File: config.mk
export PLATFORM = sky130hd
export DESIGN_NAME = pwm_dac
export DESIGN_NICKNAME = d
export VERILOG_FILES = /design/src/rtl/audio_pkg.sv /design/src/rtl/pwm_tick_gen.sv /design/src/rtl/pwm_dac.sv
export SDC_FILE = /design/constraint.sdc
export NUM_CORES = 1
export LEC_CHECK = 0
export CAP_MARGIN = 20
export CORE_MARGIN = 1.5
export CORE_UTILIZATION = 51
export DETAILED_ROUTE_END_ITERATION = 8
export HOLD_SLACK_MARGIN = 0.1
export PLACE_DENSITY = 0.81
export SETUP_SLACK_MARGIN = 0.2
export SLEW_MARGIN = 10
export SYNTH_ARGS = -nofsm -noshare
export SYNTH_HDL_FRONTEND = slang
export SYNTH_SLANG_ARGS = --single-unit
File: constraint.sdc
create_clock -name clk -period 1.8 [get_ports clk]
set_input_delay 0.18 -clock clk [delete_from_list [all_inputs] [get_ports clk]]
set_output_delay 0.18 -clock clk [all_outputs]
set_load 0.005 [all_outputs]
File: src/rtl/audio_pkg.sv
// Shared constants for the audio sample path.
// SAMPLE_W is the sample width used by every producer and sink.
package audio_pkg;
    localparam int SAMPLE_W = 16;
endpackage

File: src/rtl/pwm_tick_gen.sv
// PWM tick prescaler: tick is high once every PRESCALE clks.
// The counter register is kept at least one bit wide.
module pwm_tick_gen #(
    parameter int PRESCALE = 1
) (
    input  logic clk,
    input  logic rst_n,
    output logic tick
);
    localparam int PW = (PRESCALE > 1) ? $clog2(PRESCALE) : 1;
    localparam logic [PW-1:0] LAST = PW'(PRESCALE - 1);

    logic [PW-1:0] pre;

    assign tick = (pre == LAST);

    always_ff @(posedge clk or negedge rst_n) begin
        if (!rst_n) begin
            pre <= '0;
        end else if (tick) begin
            pre <= '0;
        end else begin
            pre <= pre + PW'(1);
        end
    end
endmodule

File: src/rtl/pwm_dac.sv
// Sample sink: one-entry buffer feeding a period-aligned PWM duty register.
// Sticky underrun when a period ends with no pending sample.
module pwm_dac
    import audio_pkg::*;
#(
    parameter int WIDTH    = SAMPLE_W,
    parameter int PRESCALE = 1
) (
    input  logic             clk,
    input  logic             rst_n,
    input  logic [WIDTH-1:0] sample_in,
    input  logic             sample_valid,
    output logic             sample_ready,
    output logic             pwm_out,
    output logic             period_start,
    output logic             underrun,
    input  logic             underrun_clr
);
    localparam logic [WIDTH-1:0] CNT_MAX = {WIDTH{1'b1}};

    logic             tick;
    logic             boundary;
    logic             accept;
    logic [WIDTH-1:0] cnt;
    logic [WIDTH-1:0] duty;
    logic [WIDTH-1:0] pend;
    logic             pend_full;
    logic             armed;

    pwm_tick_gen #(
        .PRESCALE(PRESCALE)
    ) u_tick (
        .clk  (clk),
        .rst_n(rst_n),
        .tick (tick)
    );

    assign sample_ready = !pend_full;
    assign accept       = sample_valid && sample_ready;
    assign boundary     = tick && (cnt == CNT_MAX);

    always_ff @(posedge clk or negedge rst_n) begin
        if (!rst_n) begin
            cnt          <= '0;
            duty         <= '0;
            pend         <= '0;
            pend_full    <= 1'b0;
            armed        <= 1'b0;
            pwm_out      <= 1'b0;
            period_start <= 1'b0;
            underrun     <= 1'b0;
        end else begin
            if (tick) begin
                cnt <= cnt + WIDTH'(1);
            end
            if (accept) begin
                pend      <= sample_in;
                pend_full <= 1'b1;
                armed     <= 1'b1;
            end
            if (underrun_clr) begin
                underrun <= 1'b0;
            end
            // ready is low while pend_full, so transfer and accept never collide
            if (boundary) begin
                if (pend_full) begin
                    duty      <= pend;
                    pend_full <= 1'b0;
                end else if (armed) begin
                    underrun <= 1'b1;
                end
            end
            pwm_out      <= (cnt < duty);
            period_start <= boundary;
        end
    end
endmodule

==> impl_results.md <==
- Initial Util: 52.35%
- Syn_nets: between 200 and 250
- Largest stage delay, worst path: between 0.3 and 0.4 ns
- Setup violators final: 0
- Crit path arrival time: 1.86 ns
- Vias after detailed routing: about 1500
- Post-route ant nets: 0
- Hold WC Path Type: in2async
- WS Path Type: reg2reg
- Async set-or-reset flop fraction in the synthesized netlist: 100.0%
- Clock root buffer: clkbuf_8
- Multi-input gate area: approximately 1100 µm²
- Clk Latency, worst-skew pair: 0.31 ns
- Fillcell total: approximately 350
- # DRC: 0
- CTS buffer count: 5
- Drt pass-1 iters: 4
- Buf/Inv on CP: 1
- Seq/Total Area, Yosys: a little over half
- Core area: between 4000 and 5000 µm²
- Placed Cells: 266
- Status: finished clean
- Row cnt: 25
- Synth Flop Type: dfrtp_1
- Number of flops mapped to enable cells by yosys: 0
- First-pass GRT wire length: around 6.8 mm
- Path depth of the worst reg2reg path: 6
- H-tree level count: 2
- Post-DP HPWL: between 2 and 3 mm
- Top cell by count, worst path: a21o_1
- Synth warnings: 0
- PwrDens: a little under 700 nW/µm²
- Synthesized area: 2456 µm²
- Crit end category: flop
- Post-synthesis cell count: roughly 190
- Worst path top cell family by delay: compound AO/OA/AOI/OAI gates
- Reg area: approximately 1300 µm²
- Sw frac: between 20% and 30%
- Leakage: about 1.4 nW
- Synth-to-Final Area Change: 22.82%
- Drt wl/cell: between 10 and 15 µm
- CP Launch Type: flop
- Unrepaired setup endpoints after global routing: true
- Final Cycle Share: around 90%
- Post-Syn Area per Cell: 13.20 µm²
- GRT Resource Usage Total: 17.42%
- Sum Neg Setup Slack: 0 ns
- Final wirelength: about 4.1 mm
- Fmax: between 600 and 700 MHz
- Clk sinks: 53
- Relative slew slack: between 70% and 80%
- Worst path slowest cell: dfrtp_1
- Max cap viols: 0
- Least-Margin Pin Slew: between 0.3 and 0.4 ns
- Clock share of power: between 30 and 40%
- Tmin final: roughly 1.6 ns
- Non-Filler Instances: ~280
- Via density: slightly above 5
- Worst path cell trace: inv_1 > ha_4 > a21o_1 > a21o_1 > a221o_1 > a21oi_2
- P_int: around 1.6 mW
- Ant diodes: 0
- Die width: around 72 µm
- Crit path max fanout: 2
- Netlist cell types: 32
- Final Hold Fails: 0
- CTS tree: yes
- Final nets: about 270
- Most frequent cells in the layout: dfrtp_1 (48), mux2_2 (23), clkdlybuf4s50_1 (22), inv_1 (20), ha_1 (14)
- Starting DRT DRC Count: 55
- Levels on crit path: 6
- Die height: between 70 and 80 µm
- Reg clk slew, reported paths: approximately 0.090 ns
- # IOs: 24
- NetSw: 0.4242 mW
- I/O Buffers: 23
- Layout cells sized above 1: a little over 30%
- Initial antenna violation count: 0
- Clock Path Buffers: 2
- Final core utilization: 64.29%
- GP Congestion: just over 0.8
- Worst path required time: about 2.0 ns
- Full die area: 5241 µm²
- Clock Skew: approximately 0.0041 ns
- Peak VDD IR: ~460 µV
- Seq pwr share: 61.7%
- Vias in the first global route: about 1400
- Grt ovf: 0
- Largest net degree at the start of global routing: 28
- Synth Register Bits: 53
- Commonest non-fill, non-tap cell in the layout: dfrtp_1
- Slew Limit Fails: 0
- Combinational Power Share: under 10%
-- routing by layer --
metal | global-route usage, % | up-vias | wire length, µm
li1 | - | 721 | -
met4 | 9.853 | 0 | 89
met2 | 25.00 | 27 | 1906
met5 | 0 | - | 0
met1 | 24.82 | 704 | 1990
met3 | 3.333 | 6 | 128
-- Yosys cell counts (3+ instances only) --
cell type,number,share of area (%)
nand4_1,4,1.0
xor2_1,6,2.1
nand2_1,6,0.92
and3_1,3,0.76
mux2_2,23,11
ha_1,16,8.2
mux2_4,9,5.5
a21oi_1,3,0.61
dfrtp_1,53,54
xnor2_1,8,2.9
nand3_1,5,1.0
inv_1,21,3.2
a21o_1,3,0.92
nor2_1,4,0.61
-- final timing paths --
path	startpoint	to	slack [ns]
min reg2reg	armed$_DFFE_PN0P_	armed$_DFFE_PN0P_	0.48
min	rst_n	duty[12]$_DFFE_PN0P_	0.28
min in group clk	underrun_clr	underrun$_DFF_PN0_	0.47
max	duty[13]$_DFFE_PN0P_	pwm_out$_DFF_PN0_	0.18
max reg2reg	duty[13]$_DFFE_PN0P_	pwm_out$_DFF_PN0_	0.18
max in group asynchronous	rst_n	pend_full$_DFF_PN0_	1.00
-- kinds of logic (layout without fill, tap and decap cells) --
kind of cell    count (synthesis)  count (layout)  share of synthesized area [%]
flops                          53              53                          54.00
simple gates                   33              33                          8.712
mux                            32              32                          16.05
buf+inv                        24              67                          4.024
fa+ha+maj                      16              16                          8.151
compound gates                 14              14                          4.075
xor+xnor                       14              14                          4.992
-- timing repair --
item | 4_1_cts | 5_1_grt
pin swaps | 1 | 3
setup endpoints to repair | 17 | 19
buffers inserted | 3 | 6
resized for setup | 3 | 10
hold buffers | 1 | 0
hold endpoints to repair | 53 | 0
-- metrics by stage --
stage | hold slack (ns) | area [µm²] | power (mW) | setup WS (ns)
2_1_floorplan | -0.1156 | 2464 | 1.320 | 0.1771
3_3_place_gp | 0.07902 | 2790 | 1.396 | 0.1085
3_5_place_dp | 0.07732 | 2790 | 1.403 | 0.07415
4_1_cts | 0.2761 | 2927 | 2.070 | 0.1799
5_1_grt | 0.3135 | 3017 | 2.133 | 0.1404
6_report | 0.2793 | 3017 | 2.044 | 0.1761
-- power by group through the flow --
stage               Sequential [mW]  Clock (mW)  Combinational [mW]
global route                   1.27       0.736               0.130
global placement               1.28           0               0.113
CTS                            1.26       0.689               0.119
floorplan                      1.28           0              0.0431
detailed placement             1.29           0               0.117
finish                         1.26       0.668               0.116
-- registers in the layout, indices dropped and copies added (netlist names) --
signal / cells
armed: 1
cnt: 16
duty: 16
pend: 16
pend_full: 1
period_start: 1
pwm_out: 1
underrun: 1
-- area by class of cell --
type	count	area share, %
timing repair buffer	39	12.36
clock buffer	7	2.862
inverter	21	2.613
multi-input combinational	109	35.75
tap	54	2.240
sequential	53	44.17
(Power assumes the default switching activity.)
